`src/rtl/wash_sequencer.sv`:
```
// Washer program sequencer: latches a program at start, then steps through
// fill/wash, rinse loops and final drain/spin on the 1 Hz tick, ending in a beep.
module wash_sequencer #(
  parameter logic [3:0] DRAIN_SEC = 4'd2,
  parameter logic [3:0] SPIN_SEC  = 4'd3,
  parameter logic [3:0] RINSE_SEC = 4'd3,
  parameter logic [3:0] BEEP_SEC  = 4'd3
) (
  input  logic       clk,
  input  logic       reset,
  input  logic       sec_tick,
  input  logic       run_btn,
  input  logic       door_open,
  input  logic [3:0] wash_time,
  input  logic [1:0] rinse_cnt,
  input  logic [2:0] water_lvl,
  output logic [7:0] phase_led,
  output logic [3:0] phase_remain,
  output logic [1:0] rinse_left,
  output logic       running,
  output logic       paused,
  output logic       done_beep
);

  typedef enum logic [3:0] {
    IDLE, W_FILL, WASH, R_DRAIN, R_SPIN, R_FILL, RINSE, D_DRAIN, D_SPIN, DONE
  } state_t;

  state_t     state, state_nxt, succ;
  logic [3:0] remain, remain_nxt;
  logic [1:0] rl, rl_nxt, rl_dec;
  logic       paused_q, paused_nxt;
  logic [3:0] wash_lat, wash_lat_nxt;
  logic [2:0] water_lat, water_lat_nxt;
  logic       honoured, zero_adv, advance;

  function automatic logic [3:0] duration(input state_t s, input logic [3:0] wash,
                                          input logic [2:0] water);
    case (s)
      W_FILL, R_FILL:   duration = {1'b0, water};
      WASH:             duration = wash;
      R_DRAIN, D_DRAIN: duration = DRAIN_SEC;
      R_SPIN, D_SPIN:   duration = SPIN_SEC;
      RINSE:            duration = RINSE_SEC;
      DONE:             duration = BEEP_SEC;
      default:          duration = 4'd0;
    endcase
  endfunction

  always_ff @(posedge clk) begin
    if (reset) begin
      state     <= IDLE;
      remain    <= 4'd0;
      rl        <= 2'd0;
      paused_q  <= 1'b0;
      wash_lat  <= 4'd0;
      water_lat <= 3'd0;
    end else begin
      state     <= state_nxt;
      remain    <= remain_nxt;
      rl        <= rl_nxt;
      paused_q  <= paused_nxt;
      wash_lat  <= wash_lat_nxt;
      water_lat <= water_lat_nxt;
    end
  end

  // Successor of the current phase; RINSE consumes one loop as it exits.
  always_comb begin
    rl_dec = rl - 2'd1;
    succ   = IDLE;
    case (state)
      W_FILL:  succ = WASH;
      WASH:    succ = (rl != 2'd0) ? R_DRAIN : D_DRAIN;
      R_DRAIN: succ = R_SPIN;
      R_SPIN:  succ = R_FILL;
      R_FILL:  succ = RINSE;
      RINSE:   succ = (rl_dec != 2'd0) ? R_DRAIN : D_DRAIN;
      D_DRAIN: succ = D_SPIN;
      D_SPIN:  succ = DONE;
      default: succ = IDLE;
    endcase
  end

  always_comb begin
    state_nxt     = state;
    remain_nxt    = remain;
    rl_nxt        = rl;
    paused_nxt    = paused_q;
    wash_lat_nxt  = wash_lat;
    water_lat_nxt = water_lat;

    // DONE keeps counting regardless of lid and button.
    honoured = (state != IDLE) && sec_tick &&
               ((state == DONE) || (!paused_q && !door_open && !run_btn));
    zero_adv = (state != IDLE) && (remain == 4'd0) && !paused_q && !door_open;
    advance  = zero_adv || (honoured && (remain == 4'd1));

    if (state == IDLE) begin
      if (run_btn && !door_open) begin
        state_nxt     = W_FILL;
        remain_nxt    = {1'b0, water_lvl};
        rl_nxt        = rinse_cnt;
        wash_lat_nxt  = wash_time;
        water_lat_nxt = water_lvl;
      end
    end else begin
      if (state != DONE && run_btn && !door_open)
        paused_nxt = ~paused_q;
      if (advance) begin
        state_nxt  = succ;
        remain_nxt = duration(succ, wash_lat, water_lat);
        if (state == RINSE)
          rl_nxt = rl_dec;
        if (succ == IDLE) begin
          rl_nxt     = 2'd0;
          paused_nxt = 1'b0;
        end
      end else if (honoured && remain >= 4'd2) begin
        remain_nxt = remain - 4'd1;
      end
    end
  end

  always_comb begin
    phase_led = 8'h00;
    case (state)
      W_FILL:  phase_led = 8'h80;
      WASH:    phase_led = 8'h40;
      R_DRAIN: phase_led = 8'h20;
      R_SPIN:  phase_led = 8'h10;
      R_FILL:  phase_led = 8'h08;
      RINSE:   phase_led = 8'h04;
      D_DRAIN: phase_led = 8'h02;
      D_SPIN:  phase_led = 8'h01;
      default: phase_led = 8'h00;
    endcase
  end

  assign phase_remain = remain;
  assign rinse_left   = rl;
  assign running      = (state != IDLE);
  assign paused       = paused_q;
  assign done_beep    = (state == DONE);

endmodule
```
`config.mk`:
```
export PLATFORM = sky130hd
export DESIGN_NAME = wash_sequencer
export DESIGN_NICKNAME = d
export VERILOG_FILES = /design/src/rtl/wash_sequencer.sv
export SDC_FILE = /design/constraint.sdc
export NUM_CORES = 1
export LEC_CHECK = 0
export ABC_AREA = 1
export BUFFER_PORTS_ARGS = -buffer_cell sky130_fd_sc_hd__buf_2
export CORE_ASPECT_RATIO = 0.75
export CORE_MARGIN = 2
export CORE_UTILIZATION = 35
export CTS_BUF_LIST = sky130_fd_sc_hd__clkbuf_4 sky130_fd_sc_hd__clkbuf_8
export DETAILED_ROUTE_END_ITERATION = 7
export SLEW_MARGIN = 20
export SYNTH_ARGS = -nofsm -noshare
export SYNTH_HDL_FRONTEND = slang
export SYNTH_SLANG_ARGS = --single-unit
```
`constraint.sdc`:
```
create_clock -name clk -period 2.24 [get_ports clk]
set_input_delay 0.112 -clock clk [delete_from_list [all_inputs] [get_ports clk]]
set_output_delay 0.112 -clock clk [all_outputs]
set_load 0.01 [all_outputs]
```
==> results_dict.tcl, run 1 <==
set metrics [dict create \
    status "complete, no violations" \
    clk_latency_ps 270 \
    area_growth_pct 15.1 \
    p_leak_nw 0.946 \
    setup_viol 0 \
    cts_buffers 3 \
    ys_seq_area_frac 0.333 \
    routed_via_density 4.67 \
    cp-start-kind "flop" \
    setup_slack_ps 475 \
    io_pins 31 \
    dr.pass1.iters 4 \
    cts_root_buf "clkbuf_8" \
    core-area_um2 4390 \
    slew_violations 0 \
    fin_setup_tns_ps 0 \
    dp_slack_ps 501 \
    rsz0062_at_grt "false" \
    synth_area_um2 1560 \
    critPathKind "reg -> reg" \
    arrival_ps 1970 \
    finalCoreUtilization 0.410 \
    gp_congestion 0.919 \
    syn_inst 224 \
    path_cells "inv_1 > ha_1 > inv_1 > nor2_1 > nand4_4 > nand2_4 > nand2_2 > nand2_1 > nand3_1 > nor3_1" \
    cts_setup_buffers 0 \
    top_usage_layer "met1" \
    relSlewSlack 0.603 \
    hold_ws_ps 84.0 \
    critPathBufInv 2 \
    synth_edf_count 0 \
    rows 21 \
    tritoncts "yes" \
    dp_hpwl_um 2810 \
    synth.largest_area_cell "dfxtp_1" \
    fin_crit_sh 0.788 \
    min_path_type "in -> reg" \
    initial_core_util 0.356 \
    routed-via-count 1453 \
    syn-num-nets 244 \
    clkTransAtPathRegs_ps 90 \
    maxCapViolCount 0 \
    grt_pass1_vias 1251 \
    synth_cell_type_count 29 \
    use_met1 0.224 \
    yosys.area.top_type_share 0.333 \
    hold_violations 0 \
    irDropWorstVdd_v 0.000428 \
    wl_per_cell_um 11.3 \
    die_h_um 61.8 \
    dr.first_iter.drc_count 92 \
    drive_gt1_frac 0.232 \
    fp.dieW_um 81.1 \
    fin_worst_skew_ps 3.44 \
    grt_pass1_wl_um 5780 \
    n_fill_cell 453 \
    antenna_left 0 \
    finalCriticalPeriod_ps 1770 \
    crit_top_cell "inv_1" \
    antenna_found_initial 0 \
    max_stage_delay_ps 340 \
    crit_family "simple AND/OR/NAND/NOR gates" \
    route.detailed.drc 0 \
    cp_slowest_cell "dfxtp_1" \
    clockBufferDepth 2 \
    required_ps 2440 \
    regArea_um2 520 \
    grt_max_degree 19 \
    crit_fanout 8 \
    crit_path_end_kind "flop" \
    tightest_slew_ps 591 \
    insertedDiodeCount 0 \
    numPortBuffers 30 \
    wirelength_um 3530 \
    yosysWarnings 0 \
    async_reset_ff_frac 0 \
    fin_nets 276 \
    dieArea_um2 5020 \
    fmax_ghz 0.566 \
    grt_util_met3 0.0332 \
    cts.sinks 26 \
    globalRouteTotalUtil 0.151 \
    multi_input_area_um2 892 \
    post_cts_resized 0 \
    htree_levels 1 \
    synth_top_flop_cell "dfxtp_1" \
    ys_seq_elements 26 \
    grt_overflow 0 \
    synth_area_leaders "dfxtp_1 (33%), nand2_1 (13%), nor2_1 (8.7%), inv_1 (6.5%), ha_1 (4.8%)" \
    syn-mean-instance-area_um2 6.97 \
    gr-usage-met2 0.223 \
    ctsHoldBuffers 0 \
    p_per_area_nw_per_um2 1360 \
]
where the power goes:
group | total, W | switching, W | internal (W)
clock network | 0.000268 | 0.000147 | 0.000121
registers | 0.000716 | 0.000121 | 0.000595
logic | 0.00145 | 0.000958 | 0.000495
total | 0.00244 | 0.00123 | 0.00121
placed cells by master, fill, tap and decap left out, drive strengths merged, types with 3 or more instances in the layout:
cell,Yosys,layout
nand2,61,61
nand4,8,8
a21oi,6,6
ha,6,6
nand3,17,17
dfxtp,26,26
nor3,3,3
inv,31,31
buf,2,30
o21ai,15,15
nor2,42,42
clkbuf,1,3
synth_stat cells, types with 2 or more instances:
| cell | count |
|---|---|
| nand4_1 | 7 |
| xor2_1 | 2 |
| o21ai_0 | 14 |
| nand2_4 | 3 |
| nand3_2 | 2 |
| nand2_1 | 54 |
| nor2_2 | 2 |
| nand2_2 | 4 |
| buf_6 | 2 |
| nor3_1 | 2 |
| a21oi_1 | 5 |
| dfxtp_1 | 26 |
| inv_1 | 27 |
| nor2_4 | 4 |
| inv_2 | 3 |
| nor2_1 | 36 |
| nand3_1 | 14 |
| ha_1 | 6 |
sequential cells by signal, indices dropped and copies added, names as in the netlist:
signal and cells:
phase_led 8, phase_remain 4, state 4, wash_lat 4
water_lat 3, rinse_left 2, paused 1
layer usage:
metal,up-vias,routed length [um]
met3,5,215
met1,636,1870
met4,0,30
li1,775,-
met2,37,1410
met5,-,0
worst register-to-register path, delay by kind of cell, from the launching register on:
| kind | cells | cell delay (ps) |
|---|---|---|
| adder cells (fa/ha/maj) | 1 | 170 |
| flip-flops | 1 | 340 |
| buffers and inverters | 2 | 210 |
| AND/OR/NAND/NOR | 7 | 980 |
metrics by stage:
step	total power, W	area [um^2]	cells
2_1_floorplan	0.00183	1560	224
3_3_place_gp	0.00219	1760	308
3_5_place_dp	0.00217	1760	308
4_1_cts	0.00244	1800	311
5_1_grt	0.00269	1800	311
6_report	0.00244	1800	311
cell families after synthesis:
| group | share of synthesized area |
|---|---|
| XOR/XNOR | 0.0112 |
| buffers and inverters | 0.0954 |
| AO/OA/AOI/OAI | 0.0978 |
| adder cells (fa/ha/maj) | 0.0481 |
| flip-flops | 0.333 |
| AND/OR/NAND/NOR | 0.414 |
final cells by class:
class / instances / share of cell area
Multi-Input combinational cell: 163 / 0.496
Inverter: 32 / 0.0682
Timing Repair Buffer: 30 / 0.0835
Sequential cell: 26 / 0.289
Clock buffer: 3 / 0.0230
Tap cell: 57 / 0.0397
worst paths after layout:
path / slack, ps / depth (start not counted) / from / to
min: 80 / 3 / wash_time[1] / wash_lat[1]
max: 470 / 10 / phase_remain[0] / phase_led[1]
min reg2reg: 490 / 2 / water_lat[0] / water_lat[0]
max reg2reg: 470 / 10 / phase_remain[0] / phase_led[1]
(Power assumes the default switching activity.)
==> run 2: changes to the inputs <==
ABC_AREA = 0   (was 1)
clock period = 1.6 ns   (was 2.24 ns; I/O delays follow)
==> results_dict.tcl, run 2 <==
set metrics [dict create \
    status "complete, but fails checks" \
    violations "setup timing" \
    setup_slack_ps -267 \
    syn-mean-instance-area_um2 7.88 \
    dieArea_um2 4850 \
    regArea_um2 526 \
    ctsHoldBuffers 0 \
    crit_fanout 6 \
    p_per_area_nw_per_um2 1960 \
    netlist_top_cells_count "nand2_1 (29), dfxtp_1 (26), nor2_1 (21), a21oi_1 (19)" \
    largest_reg_flops 8 \
    fin_nets 287 \
    setup_viol 18 \
    relSlewSlack 0.788 \
    placed_cells 306 \
    antenna_found_initial 0 \
    rsz0062_at_grt "true" \
    arrival_ps 2080 \
    die_h_um 60.8 \
    ys_seq_elements 26 \
    gp_congestion 0.876 \
    clockBufferDepth 2 \
    route.detailed.drc 0 \
    dp_hpwl_um 3170 \
    slew_violations 0 \
    hold_violations 0 \
    final_cell_mix "buf_4 (45), buf_2 (29), nand2_1 (26)" \
    fin_cells 320 \
    clkTransAtPathRegs_ps 90 \
    clkPwrFrac 0.081 \
    irDropWorstVdd_v 0.000711 \
    net-switching-power_w 0.00204 \
    htree_levels 1 \
    hold_ws_ps 30.3 \
    drive_gt1_frac 0.475 \
    area_growth_pct 57.4 \
    hold_depth 3 \
    min_path_type "in -> reg" \
    final_common_cell "buf_4" \
    maxCapViolCount 0 \
    finalCoreUtilization 0.581 \
    power_frac_comb 0.728 \
    syn_inst 191 \
    ys_seq_area_frac 0.346 \
    yosysWarnings 0 \
    dr.first_iter.drc_count 138 \
    routed_via_density 5.18 \
    fin_crit_sh 1.17 \
    insertedDiodeCount 0 \
    synth_area_leaders "dfxtp_1 (35%), nand2_1 (7.2%), a21oi_1 (6.3%), nor2_1 (5.2%), ha_1 (5.0%)" \
    internal-power_w 0.00261 \
    grt_pass1_vias 1577 \
    dr.pass1.iters 4 \
    synth_cell_type_count 47 \
    synth.largest_area_cell "dfxtp_1" \
    wirelength_um 4660 \
    synth_edf_count 0 \
    synth_top_flop_cell "dfxtp_1" \
    multi_input_area_um2 1090 \
    globalRouteTotalUtil 0.202 \
    switching_share 0.438 \
    tightest_slew_ps 318 \
    yosys.area.top_type_share 0.346 \
    crit_path_end_kind "flop" \
    n_fill_cell 378 \
    seqPwrFrac 0.191 \
    grt_overflow 0 \
    fin_worst_skew_ps 5.73 \
    wl_per_cell_um 14.6 \
    io_pins 31 \
    routed-via-count 1656 \
    grt_pass1_wl_um 7450 \
    clk_latency_ps 270 \
    core-area_um2 4080 \
    numPortBuffers 30 \
    cts_root_buf "clkbuf_8" \
    grt_max_degree 20 \
    rows 20 \
    cts_buffers 3 \
    antenna_left 0 \
    fmax_ghz 0.536 \
    syn-num-nets 211 \
    ff2ff_path_depth 6 \
    critPathKind "reg -> reg" \
    initial_core_util 0.369 \
    fp.dieW_um 79.7 \
    synth.most_common_cell "nand2_1" \
    required_ps 1810 \
    cts.sinks 26 \
    cp-start-kind "flop" \
    tritoncts "yes" \
    p_leak_nw 1.01 \
    finalCriticalPeriod_ps 1870 \
    async_reset_ff_frac 0 \
    synth_area_um2 1510 \
]
[run 2: cell types whose count changed after synthesis, moves of 7 or more]
cell      before  now
nand2_1       54   29
inv_1         27    7
clkbuf_1       1   11
a21oi_1        5   19
nand3_1       14    4
nand4_1        7    0
nor2_1        36   21
[run 2: final cells by class]
type,instances,area share
multi-input cells,143,0.461
flip-flops and latches,26,0.222
clock buffers,3,0.0174
repair buffers,84,0.255
inverters,9,0.0153
well taps,55,0.0290
[run 2: final timing paths]
check	start	end	slack, ps
worst max-delay path	state[1]	phase_led[1]	-270
worst min-delay path	wash_time[1]	wash_lat[1]	30
worst max register to register	state[1]	phase_led[1]	-270
worst min register to register	water_lat[0]	water_lat[0]	460
[run 2: worst max-delay path, stage by stage, from the launching register on]
cell and delay [ps]:
dfxtp_2 330, and4bb_4 230, o2111ai_4 300, and2_4 230, o221a_4 180, or4b_4 450
nor2_1 90
[run 2: metrics by stage]
step                      instance area, um^2  worst slack, ps  setup TNS (ps)  total power (W)
final                                    2370             -267           -3170          0.00465
after floorplan                          1550             -402           -2740          0.00245
after CTS                                2230             -243           -2670          0.00422
after global placement                   2030             -266           -2910          0.00346
after detailed placement                 2030             -293           -3130          0.00346
after global routing                     2370             -346           -4920          0.00497
[run 2: logic make-up after synthesis]
family,synth area share
AO/OA/AOI/OAI,0.256
XOR/XNOR,0.0175
adder cells (fa/ha/maj),0.0499
buffers and inverters,0.0648
flip-flops,0.346
multiplexers,0.00665
AND/OR/NAND/NOR,0.259
[run 2: metal layers]
layer / track usage / vias up / wire, um
li1: - / 829 / -
met1: 0.271 / 762 / 2140
met2: 0.331 / 61 / 2190
met3: 0.0432 / 4 / 292
met4: 0.0591 / 0 / 40
met5: 0 / - / 0
[run 2: power groups by stage]
stage	logic [W]	clock network [W]	registers [W]
2_1_floorplan	0.00144	0	0.00101
3_3_place_gp	0.00257	0	0.000892
3_5_place_dp	0.00257	0	0.000894
4_1_cts	0.00296	0.000381	0.000876
5_1_grt	0.00365	0.000407	0.000911
6_report	0.00339	0.000376	0.000889
[run 2: timing repair]
| item | in CTS | in global routing |
|---|---|---|
| setup buffers | 8 | 5 |
| pin swaps | 12 | 11 |
| endpoints found under the setup margin | 17 | 26 |
| gates resized for setup | 25 | 23 |
==> run 3: changes to the inputs <==
SETUP_SLACK_MARGIN = 0.05   (was default)
SLEW_MARGIN = 0   (was 20)
==> results_dict.tcl, run 3 (synthesized netlist as in run 2, its figures left out) <==
set metrics [dict create \
    status "complete, but fails checks" \
    violations "setup timing" \
    rows 20 \
    numPortBuffers 30 \
    clockBufferDepth 2 \
    hold_depth 3 \
    seqPwrFrac 0.182 \
    crit_fanout 6 \
    fin_setup_tns_ps -3860 \
    antenna_found_initial 0 \
    routed-via-count 1679 \
    cts_buffers 3 \
    finalCoreUtilization 0.597 \
    p_leak_nw 1.03 \
    cts.sinks 26 \
    tightest_slew_ps 354 \
    io_pins 31 \
    area_growth_pct 61.8 \
    core-area_um2 4080 \
    htree_levels 1 \
    slew_violations 0 \
    fin_worst_skew_ps 3.66 \
    clkTransAtPathRegs_ps 90 \
    rsz0062_at_grt "true" \
    grt_pass1_wl_um 7570 \
    cts_root_buf "clkbuf_8" \
    hold_ws_ps 39.7 \
    min_path_type "in -> reg" \
    crit_path_end_kind "flop" \
    grt_overflow 0 \
    dr.pass1.iters 4 \
    fin_crit_sh 1.19 \
    largest_reg_flops 8 \
    wl_per_cell_um 14.4 \
    wirelength_um 4660 \
    final_common_cell "buf_4" \
    fmax_ghz 0.527 \
    grt_pass1_vias 1589 \
    critPathKind "reg -> reg" \
    fp.dieW_um 79.7 \
    maxCapViolCount 0 \
    fin_cells 323 \
    relSlewSlack 0.762 \
    clkPwrFrac 0.111 \
    route.detailed.drc 0 \
    net-switching-power_w 0.00204 \
    cp-start-kind "flop" \
    ctsHoldBuffers 0 \
    drive_gt1_frac 0.519 \
    tritoncts "yes" \
    placed_cells 306 \
    required_ps 1810 \
    routed_via_density 5.20 \
    power_frac_comb 0.707 \
    gp_congestion 0.843 \
    internal-power_w 0.00285 \
    setup_slack_ps -299 \
    setup_viol 25 \
    initial_core_util 0.369 \
    grt_max_degree 20 \
    clk_latency_ps 270 \
    finalCriticalPeriod_ps 1900 \
    irDropWorstVdd_v 0.000843 \
    ff2ff_path_depth 6 \
    dr.first_iter.drc_count 140 \
    fin_nets 289 \
    switching_share 0.417 \
    globalRouteTotalUtil 0.203 \
    die_h_um 60.8 \
    hold_violations 0 \
    arrival_ps 2110 \
    dp_hpwl_um 3060 \
    dieArea_um2 4850 \
    antenna_left 0 \
    p_per_area_nw_per_um2 2010 \
    dp_slack_ps -310 \
    insertedDiodeCount 0 \
    final_cell_mix "buf_4 (47), buf_2 (29), nand2_1 (26)" \
]
[run 3: cell count changes in the layout (fill, tap and decap cells not counted), moves of 2 or more]
cell | previous run | this run
nor2_2 | 0 | 3
nand3_2 | 0 | 2
a21oi_1 | 15 | 13
o21ai_2 | 1 | 3
buf_4 | 45 | 47
a21oi_2 | 3 | 6
nor2_1 | 20 | 18
[run 3: final cells by class]
class / count / area [um^2]
clock buffers: 3 / 41.3
fillers: 367 / 1640
flip-flops and latches: 26 / 526
repair buffers: 86 / 623
multi-input cells: 143 / 1110
well taps: 55 / 68.8
inverters: 9 / 40.0
clock inverters: 1 / 30.0
[run 3: power groups by stage]
stage	Sequential (W)	Clock [W]	Combinational, W
global placement	0.000899	0	0.00251
global route	0.000907	0.000591	0.00373
detailed placement	0.000902	0	0.00250
finish	0.000892	0.000542	0.00345
CTS	0.000890	0.000563	0.00325
floorplan	0.00101	0	0.00144
[run 3: critical path, stage by stage (launching register included)]
cell	delay, ps
dfxtp_2	340
and4bb_4	230
o2111ai_4	280
and2_4	240
o221a_4	190
or4b_4	470
nor2_1	100
[run 3: per-layer routing]
layer  vias up  GRT usage  routed length, um
met3         6     0.0446                260
met1       774      0.272               2200
met4         0     0.0345                 44
met2        58      0.345               2160
met5         -          0                  0
li1        841          -                  -
[run 3: stage by stage]
stage / area [um^2] / total power, W
3_3_place_gp: 2010 / 0.00341
6_report: 2440 / 0.00489
4_1_cts: 2380 / 0.00471
5_1_grt: 2440 / 0.00523
2_1_floorplan: 1550 / 0.00245
3_5_place_dp: 2010 / 0.00340
[run 3: timing repair]
| action | in CTS | in global routing |
|---|---|---|
| pin swaps | 18 | 10 |
| setup endpoints to repair | 18 | 27 |
| resized for setup | 46 | 11 |
| setup buffers | 11 | 3 |
[run 3: final timing paths]
path | startpoint | end | slack, ps
max | state[1] | phase_led[1] | -300
min | wash_time[0] | wash_lat[0] | 40
max reg2reg | state[1] | phase_led[1] | -300
min reg2reg | wash_lat[0] | wash_lat[0] | 460
